**src/rtl/i2c_pkg.sv**
```systemverilog
// i2c_pkg: shared I2C FSM state encodings and bus constants.
// Used by i2c_target (and i2c_master) via import i2c_pkg::*.
package i2c_pkg;

  typedef logic [2:0] i2c_state_t;

  localparam i2c_state_t ST_IDLE     = 3'd0;
  localparam i2c_state_t ST_ADDR     = 3'd1;
  localparam i2c_state_t ST_ADDR_ACK = 3'd2;
  localparam i2c_state_t ST_WR_DATA  = 3'd3;
  localparam i2c_state_t ST_WR_ACK   = 3'd4;
  localparam i2c_state_t ST_RD_DATA  = 3'd5;
  localparam i2c_state_t ST_RD_ACK   = 3'd6;
  localparam i2c_state_t ST_IGNORE   = 3'd7;

  localparam logic I2C_ACK     = 1'b0;
  localparam logic I2C_NACK    = 1'b1;
  localparam logic I2C_RW_READ = 1'b1;

endpackage

```
**src/rtl/i2c_bus_sync.sv**
```systemverilog
// i2c_bus_sync: 2-flop synchronisers + history flop on SCL/SDA, with
// registered SCL edge and START/STOP pulses (3 clk latency).
// Ports: clk, rst_n, scl_in, sda_in -> scl_rise, scl_fall,
//        start_det, stop_det, sda_s (SDA aligned with the pulses).
module i2c_bus_sync (
  input  logic clk,
  input  logic rst_n,
  input  logic scl_in,
  input  logic sda_in,
  output logic scl_rise,
  output logic scl_fall,
  output logic start_det,
  output logic stop_det,
  output logic sda_s
);

  // [0] meta, [1] synced, [2] history
  logic [2:0] scl_q;
  logic [2:0] sda_q;
  logic       rise_q;
  logic       fall_q;
  logic       start_q;
  logic       stop_q;

  // Sync chain resets to the idle bus level so reset itself
  // cannot fake an edge while the bus is idle.
  always_ff @(posedge clk) begin
    if (!rst_n) begin
      scl_q   <= 3'b111;
      sda_q   <= 3'b111;
      rise_q  <= 1'b0;
      fall_q  <= 1'b0;
      start_q <= 1'b0;
      stop_q  <= 1'b0;
    end else begin
      scl_q   <= {scl_q[1:0], scl_in};
      sda_q   <= {sda_q[1:0], sda_in};
      rise_q  <= scl_q[1] & ~scl_q[2];
      fall_q  <= ~scl_q[1] & scl_q[2];
      start_q <= scl_q[1] & scl_q[2] & ~sda_q[1] & sda_q[2];
      stop_q  <= scl_q[1] & scl_q[2] & sda_q[1] & ~sda_q[2];
    end
  end

  assign scl_rise  = rise_q;
  assign scl_fall  = fall_q;
  assign start_det = start_q;
  assign stop_det  = stop_q;
  assign sda_s     = sda_q[2];

endmodule

```
**src/rtl/i2c_target.sv**
```systemverilog
// i2c_target: 7-bit addressed I2C target, open-drain SDA (drive-low only).
// Ports: bus (scl_in, sda_in, sda_drive_low), rx stream (rx_data,
// rx_valid, rx_ready), tx stream (tx_data, tx_valid, tx_pop), status
// (tx_underrun, busy, addressed).
module i2c_target
  import i2c_pkg::*;
#(
  parameter logic [6:0]  DEV_ADDR = 7'h44,
  parameter int unsigned SDA_HOLD = 4
) (
  input  logic       clk,
  input  logic       rst_n,
  input  logic       scl_in,
  input  logic       sda_in,
  output logic       sda_drive_low,
  output logic [7:0] rx_data,
  output logic       rx_valid,
  input  logic       rx_ready,
  input  logic [7:0] tx_data,
  input  logic       tx_valid,
  output logic       tx_pop,
  output logic       tx_underrun,
  output logic       busy,
  output logic       addressed
);

  logic scl_rise, scl_fall, start_det, stop_det, sda_s;

  i2c_bus_sync u_sync (
    .clk      (clk),
    .rst_n    (rst_n),
    .scl_in   (scl_in),
    .sda_in   (sda_in),
    .scl_rise (scl_rise),
    .scl_fall (scl_fall),
    .start_det(start_det),
    .stop_det (stop_det),
    .sda_s    (sda_s)
  );

  i2c_state_t state_q, state_d;
  logic [2:0] cnt_q, cnt_d;
  logic [7:0] shift_q, shift_d;
  logic [7:0] rx_data_q, rx_data_d;
  logic [3:0] hold_q, hold_d;
  logic rw_q, rw_d;
  logic ld_q, ld_d;
  logic tgt_q, tgt_d;
  logic drv_q, drv_d;
  logic rx_valid_q, rx_valid_d;
  logic pop_q, pop_d;
  logic unr_q, unr_d;
  logic busy_q, busy_d;
  logic addr_q, addr_d;
  logic load_now;

  // tgt_* is the wanted SDA drive; it reaches the pin only
  // SDA_HOLD clk after an SCL fall, so it never moves while SCL=1.
  always_comb begin
    state_d    = state_q;
    cnt_d      = cnt_q;
    shift_d    = shift_q;
    rx_data_d  = rx_data_q;
    rw_d       = rw_q;
    ld_d       = ld_q;
    tgt_d      = tgt_q;
    rx_valid_d = 1'b0;
    pop_d      = 1'b0;
    unr_d      = unr_q;
    busy_d     = busy_q;
    addr_d     = addr_q;
    load_now   = 1'b0;
    if (start_det) begin
      state_d = ST_ADDR;
      cnt_d   = 3'd0;
      busy_d  = 1'b1;
      addr_d  = 1'b0;
      unr_d   = 1'b0;
      tgt_d   = 1'b0;
      ld_d    = 1'b0;
    end else if (stop_det) begin
      state_d = ST_IDLE;
      cnt_d   = 3'd0;
      busy_d  = 1'b0;
      addr_d  = 1'b0;
      tgt_d   = 1'b0;
      ld_d    = 1'b0;
    end else begin
      unique case (state_q)
        ST_ADDR: if (scl_rise) begin
          shift_d = {shift_q[6:0], sda_s};
          cnt_d   = cnt_q + 3'd1;
          if (cnt_q == 3'd7) begin
            cnt_d = 3'd0;
            if (shift_d[7:1] == DEV_ADDR) begin
              rw_d    = sda_s;
              addr_d  = 1'b1;
              tgt_d   = 1'b1;
              state_d = ST_ADDR_ACK;
            end else begin
              state_d = ST_IGNORE;
            end
          end
        end
        // first fall starts the ACK bit, second fall ends it
        ST_ADDR_ACK: if (scl_fall) begin
          if (cnt_q == 3'd0) begin
            cnt_d = 3'd1;
          end else begin
            cnt_d = 3'd0;
            if (rw_q == I2C_RW_READ) begin
              load_now = 1'b1;
              state_d  = ST_RD_DATA;
            end else begin
              tgt_d   = 1'b0;
              state_d = ST_WR_DATA;
            end
          end
        end
        ST_WR_DATA: if (scl_rise) begin
          shift_d = {shift_q[6:0], sda_s};
          cnt_d   = cnt_q + 3'd1;
          if (cnt_q == 3'd7) begin
            cnt_d      = 3'd0;
            rx_data_d  = shift_d;
            rx_valid_d = 1'b1;
            if (rx_ready) begin
              tgt_d   = 1'b1;
              state_d = ST_WR_ACK;
            end else begin
              state_d = ST_IGNORE;
            end
          end
        end
        ST_WR_ACK: if (scl_fall) begin
          if (cnt_q == 3'd0) begin
            cnt_d = 3'd1;
          end else begin
            cnt_d   = 3'd0;
            tgt_d   = 1'b0;
            state_d = ST_WR_DATA;
          end
        end
        // ld_q: byte after a master ACK is loaded at the next fall
        ST_RD_DATA: if (scl_fall) begin
          if (ld_q) begin
            ld_d     = 1'b0;
            load_now = 1'b1;
          end else if (cnt_q == 3'd7) begin
            cnt_d   = 3'd0;
            tgt_d   = 1'b0;
            state_d = ST_RD_ACK;
          end else begin
            shift_d = {shift_q[6:0], 1'b1};
            tgt_d   = ~shift_q[6];
            cnt_d   = cnt_q + 3'd1;
          end
        end
        ST_RD_ACK: if (scl_rise) begin
          cnt_d = 3'd0;
          if (sda_s == I2C_ACK) begin
            ld_d    = 1'b1;
            state_d = ST_RD_DATA;
          end else begin
            state_d = ST_IGNORE;
          end
        end
        ST_IGNORE: tgt_d = 1'b0;
        default: state_d = state_q;
      endcase
      if (load_now) begin
        if (tx_valid) begin
          shift_d = tx_data;
          pop_d   = 1'b1;
        end else begin
          shift_d = 8'hFF;
          unr_d   = 1'b1;
        end
        tgt_d = ~shift_d[7];
      end
    end
  end

  always_comb begin
    drv_d  = drv_q;
    hold_d = hold_q;
    if (start_det || stop_det) begin
      drv_d  = 1'b0;
      hold_d = 4'd0;
    end else if (scl_fall) begin
      hold_d = 4'(SDA_HOLD);
    end else if (hold_q != 4'd0) begin
      hold_d = hold_q - 4'd1;
      if (hold_q == 4'd1) drv_d = tgt_q;
    end
  end

  always_ff @(posedge clk) begin
    if (!rst_n) begin
      state_q    <= ST_IDLE;
      cnt_q      <= 3'd0;
      shift_q    <= 8'h00;
      rx_data_q  <= 8'h00;
      hold_q     <= 4'd0;
      rw_q       <= 1'b0;
      ld_q       <= 1'b0;
      tgt_q      <= 1'b0;
      drv_q      <= 1'b0;
      rx_valid_q <= 1'b0;
      pop_q      <= 1'b0;
      unr_q      <= 1'b0;
      busy_q     <= 1'b0;
      addr_q     <= 1'b0;
    end else begin
      state_q    <= state_d;
      cnt_q      <= cnt_d;
      shift_q    <= shift_d;
      rx_data_q  <= rx_data_d;
      hold_q     <= hold_d;
      rw_q       <= rw_d;
      ld_q       <= ld_d;
      tgt_q      <= tgt_d;
      drv_q      <= drv_d;
      rx_valid_q <= rx_valid_d;
      pop_q      <= pop_d;
      unr_q      <= unr_d;
      busy_q     <= busy_d;
      addr_q     <= addr_d;
    end
  end

  // gated by rst_n so asserting reset frees the bus at once
  assign sda_drive_low = drv_q & rst_n;
  assign rx_data       = rx_data_q;
  assign rx_valid      = rx_valid_q;
  assign tx_pop        = pop_q;
  assign tx_underrun   = unr_q;
  assign busy          = busy_q;
  assign addressed     = addr_q;

endmodule

```
**config.mk**
```make
export PLATFORM = sky130hd
export DESIGN_NAME = i2c_target
export DESIGN_NICKNAME = d
export VERILOG_FILES = /design/src/rtl/i2c_pkg.sv /design/src/rtl/i2c_bus_sync.sv /design/src/rtl/i2c_target.sv
export SDC_FILE = /design/constraint.sdc
export NUM_CORES = 1
export LEC_CHECK = 0
export CORE_ASPECT_RATIO = 0.5
export CORE_UTILIZATION = 50
export CTS_CLUSTER_DIAMETER = 120
export CTS_CLUSTER_SIZE = 10
export DETAILED_ROUTE_END_ITERATION = 8
export MAX_ROUTING_LAYER = met4
export PLACE_DENSITY = 0.73
export SKIP_CTS_REPAIR_TIMING = 1
export SYNTH_ARGS = -nofsm -noshare
export SYNTH_HDL_FRONTEND = slang
export SYNTH_SLANG_ARGS = --single-unit
```
**constraint.sdc**
```tcl
create_clock -name clk -period 1.89 [get_ports clk]
set_clock_uncertainty 0.05 [all_clocks]
set_input_delay 0.378 -clock clk [delete_from_list [all_inputs] [get_ports clk]]
set_output_delay 0.378 -clock clk [all_outputs]
set_load 0.01 [all_outputs]
```
## Word level (Yosys, flattened, before mapping)

Index checks and enable logic that the tools add are counted.

| operators by class | value |
|---|---|
| add/subtract/negate cells | 2 |
| equality and inequality tests | 52 |
| mux-type cells | 71 |
| bitwise logic cells | 22 |
| reduce and logical (&&, ||, !) cells | 30 |

Operators by type and width:

| kind | number |
|---|---|
| $mux W3 | 22 |
| $mux W7 | 5 |
| $mux W1 | 32 |
| $mux W8 | 4 |
| $ne A3 B3 Y1 const B | 9 |
| $reduce_and A13 Y1 | 2 |
| $ne A4 B1 Y1 const B | 6 |
| $ne A4 B2 Y1 const B | 6 |
| $pmux W3 S6 | 1 |
| $ne A2 B1 Y1 const B | 8 |
| $eq A3 B3 Y1 const B | 5 |
| $ne A3 B2 Y1 const B | 5 |
| $ne A2 B2 Y1 const B | 7 |
| $not A1 Y1 | 14 |
| $pmux W7 S2 | 1 |
| $reduce_and A14 Y1 | 1 |
| $pmux W3 S4 | 1 |
| $reduce_and A6 Y1 | 2 |
| $and A1 B1 Y1 | 8 |
| $reduce_and A4 Y1 | 2 |
| $reduce_bool A4 Y1 | 2 |
| $reduce_bool A8 Y1 | 1 |
| $reduce_or A2 Y1 | 4 |
| $eq A7 B7 Y1 const B | 1 |
| 21 further kinds | 28 |

| storage, ports and cells | value |
|---|---|
| register bits after elaboration | 44 |
| bits of input ports | 14 |
| output and inout port bits | 14 |
| logic and storage cells | 199 |

## Logic depth before layout (Yosys ltp)

| depth | value |
|---|---|
| word-level depth | 11 |
| gate-level depth with buffers | 8 |
| gate-level depth less buffers | 7 |

## Modules after synthesis

From an unflattened synthesis, not the netlist that was laid out.

| second synthesis, totals | value |
|---|---|
| cells, all modules | 264 |
| area total of the unflattened synthesis | 2218.4 µm² |

Modules (own cells, without submodules):

| module | instances | cells each | area each (µm²) | sequential area each (µm²) |
|---|---|---|---|---|
| i2c_target | 1 | 242 | 1926.8 | 680.7 |
| i2c_bus_sync | 1 | 22 | 291.5 | 200.2 |

## Worst setup path after synthesis

No wires, ideal clock.

| timing | value |
|---|---|
| kind | reg-to-reg |
| start | reg cnt_q[0] |
| end | reg state_q[0] |
| library setup time | 0.122 ns |
| data arrival time | 1.576 ns |
| required time | 1.718 ns |
| slack | 0.142 ns |
| stages on the path, launching flop included | 8 |
| buffers on the path | 0 |
| clock period less this slack | 1.748 ns |
| cells stage by stage | dfxtp_1 ha_1 ha_1 nand2_1 o22ai_1 a21o_1 and4_1 a221o_1 |

| on the way | value |
|---|---|
| cells in the longest elaborated chain, start to end | 3 |
| elaborated cells between the ends (all ways) | 8 |
| classes of those cells | eq/ne (6); reduce/logical (2) |

Ends and longest elaborated chain:

| what | RTL line | text |
|---|---|---|
| start: declaration | i2c_target.sv:42 | `logic [2:0] cnt_q, cnt_d;` |
| start signal: assignment | i2c_target.sv:216 | `cnt_q <= cnt_d;` |
| $eq A3 B3 Y1 / $logic_not A3 Y1 (equally long branches) | - |  |
| $ne A4 B2 Y1 (no line) | - |  |
| $reduce_and A13 Y1 (no line) * | - |  |
| end signal: assignment | i2c_target.sv:215 | `state_q <= state_d;` |
| end: declaration | i2c_target.sv:41 | `i2c_state_t state_q, state_d;` |

Mark *: on every way between the ends. The rest lies on a longest branch, timed or not.
A chain may end at the register's enable or synchronous reset.

## Worst setup path after layout

| timing | value |
|---|---|
| start | reg state_q[2] |
| end | reg shift_q[1] |

| on the way | value |
|---|---|
| cells in the longest elaborated chain, start to end | 6 |
| elaborated cells between the ends (all ways) | 16 |
| classes of those cells | eq/ne (8); mux (5); reduce/logical (3) |

Ends and longest elaborated chain:

| what | RTL line | text |
|---|---|---|
| $eq A3 B3 Y1 / $eq A3 B2 Y1 (equally long branches) | i2c_target.sv:89 | `unique case (state_q)` |
| $pmux W1 S2 | i2c_target.sv:89 |  |
| $mux W1 | i2c_target.sv:81 | `end else if (stop_det) begin` |
| $mux W1 | i2c_target.sv:73 | `if (start_det) begin` |
| $ne A3 B2 Y1 (no line), or another cell as far along | - |  |
| $reduce_and A7 Y1 (no line) | - |  |
| end signal: assignment | i2c_target.sv:217 | `shift_q <= shift_d;` |
| end: declaration | i2c_target.sv:43 | `logic [7:0] shift_q, shift_d;` |

Parallel ways exist; a longest one is shown, timed or not. The select of a mux whose other input is x is not followed.

==> metrics.md <==
| Metric | Value |
|---|---|
| Status | finished with violations |
| Failing checks | design-rule violations |
| Filler cells | 365 |
| Syn_nets | 297 |
| Power per cell area | 651 nW/um^2 |
| Synth Area in Adders | 0.0269 |
| Syn Inst Count | 278 |
| Initial core utilization | 0.526 |
| WL/cell | 15.9 um |
| Synth warn | 0 |
| Drt first pass iters | 7 |
| Max-cap violations | 0 |
| Fin. max-slew vios | 0 |
| Die ar. | 4950 sq um |
| Synth Area in XOR/XNOR | 0.0113 |
| Final setup fails | 0 |
| Worst Max-Slew Pin Slew | 364 ps |
| Lkg Pwr | 1.16 nW |
| Crit path buffers/inverters | 1 |
| Final worst path period share | 0.979 |
| Die height | 50.3 um |
| Async SR Flop Fraction | 0 |
| Die Wd | 98.5 um |
| Tmin final | 1850 ps |
| Deepest clock path buffer count | 2 |
| Final net count | 353 |
| Relative slew slack | 0.751 |
| Netlist Area Pre-Place | 2330 sq um |
| IO Port Bufs | 27 |
| Mux contribution to synthesized area | 0.0129 |
| Synth top area share | 0.378 |
| Initial antenna violation count | 0 |
| Synth Register Bits | 44 |
| Gp weighted congestion | 0.923 |
| Post-Syn Area per Cell | 8.38 sq um |
| Post-DP HPWL | 4240 um |
| Hold Crit Start | u_sync.scl_q[0] |
| Congestion Overflow GR | 0 |
| Synth cell types | 61 |
| Fin cells | 392 |
| First-pass GRT wire length | 10100 um |
| Vias per cell | 5.86 |
| GRT Total Usage | 0.267 |
| Total power | 0.00205 W |
| Yosys top cell by area | dfxtp_1 |
| Residual DRC | 1 |
| Clock root cell | clkbuf_8 |
| Min Hold Slack | 367 ps |
| Maximum VDD drop | 0.389 mV |
| Number of synthesized flops with an enable pin | 0 |
| Top Ports | 28 |
| Layout cells sized above 1 | 0.224 |
| Final non-filler cell area | 3150 sq um |
| WP data arrival | 1990 ps |
| Placed Area | 2870 sq um |
| Initial drt markers | 200 |
| Pin count of the biggest net entering global routing | 19 |
| Top delay family on crit path | simple AND/OR/NAND/NOR gates |
| Num CTS Buffers | 5 |
| Required time of the critical path | 2030 ps |
| Placed Cells | 380 |
| CP max-delay cell | or4b_1 |
| Crit path launch | state_q[2] |
| CP Launch Type | flip-flop |
| Critical-path cell list | buf_4, nor3b_4, o21ai_4, or4b_1, nand4_1, a21oi_1 |
| Post-synth top flop | dfxtp_1 |
| DRT antenna net count | 0 |
| Worst reg2reg path startpoint | state_q[2] |
| Final WL | 6220 um |
| Core Rows | 17 |
| CP Capture Type | flip-flop |
| Worst path max stage delay | 540 ps |
| CTS tree | done |
| H-Tree Depth | 2 |
| Core area | 4420 sq um |
| CTS Sinks | 44 |
| Worst-path clk slew | 100 ps |
| Final Hold Viols | 0 |
| Skew-Pair Late Insertion Delay | 310 ps |
| Synth area leaders | dfxtp_1, a21oi_1, nand2_1 |
| Vias in the first global route | 2101 |
| Synth Area in Compound Gates | 0.221 |
| Post-Synth Simple-Gate Area | 0.298 |
| Crit Path Max Fanout | 11 |
| Syn-to-layout area delta | 35.2% |
| Vias | 2296 |
| Antenna cell count | 0 |
| Seq/Total Area, Yosys | 0.378 |
| Largest family of logic cells by synthesized area | simple AND/OR/NAND/NOR gates |
| Crit Path Class | reg -> reg |
| Fmax | 0.540 GHz |
| Hold/Removal Path Class | reg -> reg |
## registers in the layout, summed over array words and instances, names as in the netlist, 3 cells and up
| signal | cells |
|---|---|
| state_q | 3 |
| shift_q | 7 |
| cnt_q | 3 |
| hold_q | 4 |
| u_sync.scl_q | 3 |
| u_sync.sda_q | 3 |
| rx_data | 8 |
## cells by family after synthesis
| family | Yosys count |
|---|---|
| compound gates | 77 |
| xor+xnor | 3 |
| fa+ha+maj | 5 |
| buf+inv | 26 |
| flops | 44 |
| mux | 3 |
| simple gates | 120 |
## synth_stat cells (3+ instances only)
master    count
nand2_1      23
nand2b_1     10
o21ai_0      13
nand3_1       9
inv_1         9
a21oi_1      25
nor3b_1       4
nor2b_1       5
o21bai_1      7
mux2i_1       3
o211ai_1      3
or4b_1        6
and3b_1       3
buf_2         6
o22ai_1       3
nand4_1       9
ha_1          5
xnor2_1       3
nand3b_1      4
nor4b_1       4
nor3_1        7
clkbuf_1      6
nor2_1       19
dfxtp_1      44
and3_1        4
## cell usage in the layout (no fill, tap or decap), types with 6 or more instances in the layout
master and count:
a21oi_1 24, buf_4 35, clkdlybuf4s50_1 26, dfxtp_1 39
inv_1 9, nand2_1 21, nand2b_1 9, nand3_1 9
nand4_1 9, nor2_1 19, nor3_1 6, o21ai_0 13
o21bai_1 7, or4b_1 6
## worst paths after layout
| kind | depth (start not counted) | endpoint | slack [ps] |
|---|---|---|---|
| worst min-delay path | 1 | u_sync.scl_q[1] | 370 |
| worst min register to register | 1 | u_sync.scl_q[1] | 370 |
| worst max register to register | 6 | shift_q[1] | 40 |
| worst max-delay path | 6 | shift_q[1] | 40 |
## worst register-to-register path, delay by kind of cell (launching register included)
kind	cells	cell delay (ps)
compound gates	2	200
flops	1	400
buf+inv	1	170
simple gates	3	910
## layout make-up
type / instances / area, sq um / area share
multi-input cells: 208 / 1450 / 0.459
flip-flops and latches: 44 / 892 / 0.283
repair buffers: 65 / 587 / 0.186
well taps: 57 / 71.3 / 0.0227
clock buffers: 5 / 68.8 / 0.0219
clock inverters: 3 / 46.3 / 0.0147
inverters: 10 / 37.5 / 0.0119
## stage by stage
stage | setup WS (ps) | TNS (ps) | util
2_1_floorplan | 142 | 0 | -
3_3_place_gp | -115 | -154 | 0.648
3_5_place_dp | -120 | -653 | 0.648
4_1_cts | -128 | -1340 | 0.674
5_1_grt | -23.4 | -63.8 | 0.712
6_report | 39.8 | 0 | 0.712
## where the power goes
part	switching [W]	internal, W
Combinational	0.000138	0.000140
Sequential	0.0000382	0.000965
Clock	0.000369	0.000399
Total	0.000545	0.00150
## layer usage
metal / vias up / GRT usage / part of all wire
li1: 1137 / - / -
met1: 1088 / 0.354 / 0.48
met4: 0 / 0.0572 / 0.0027
met3: 3 / 0.0627 / 0.047
met5: - / - / 0
met2: 68 / 0.421 / 0.47
(Power assumes the default switching activity.)
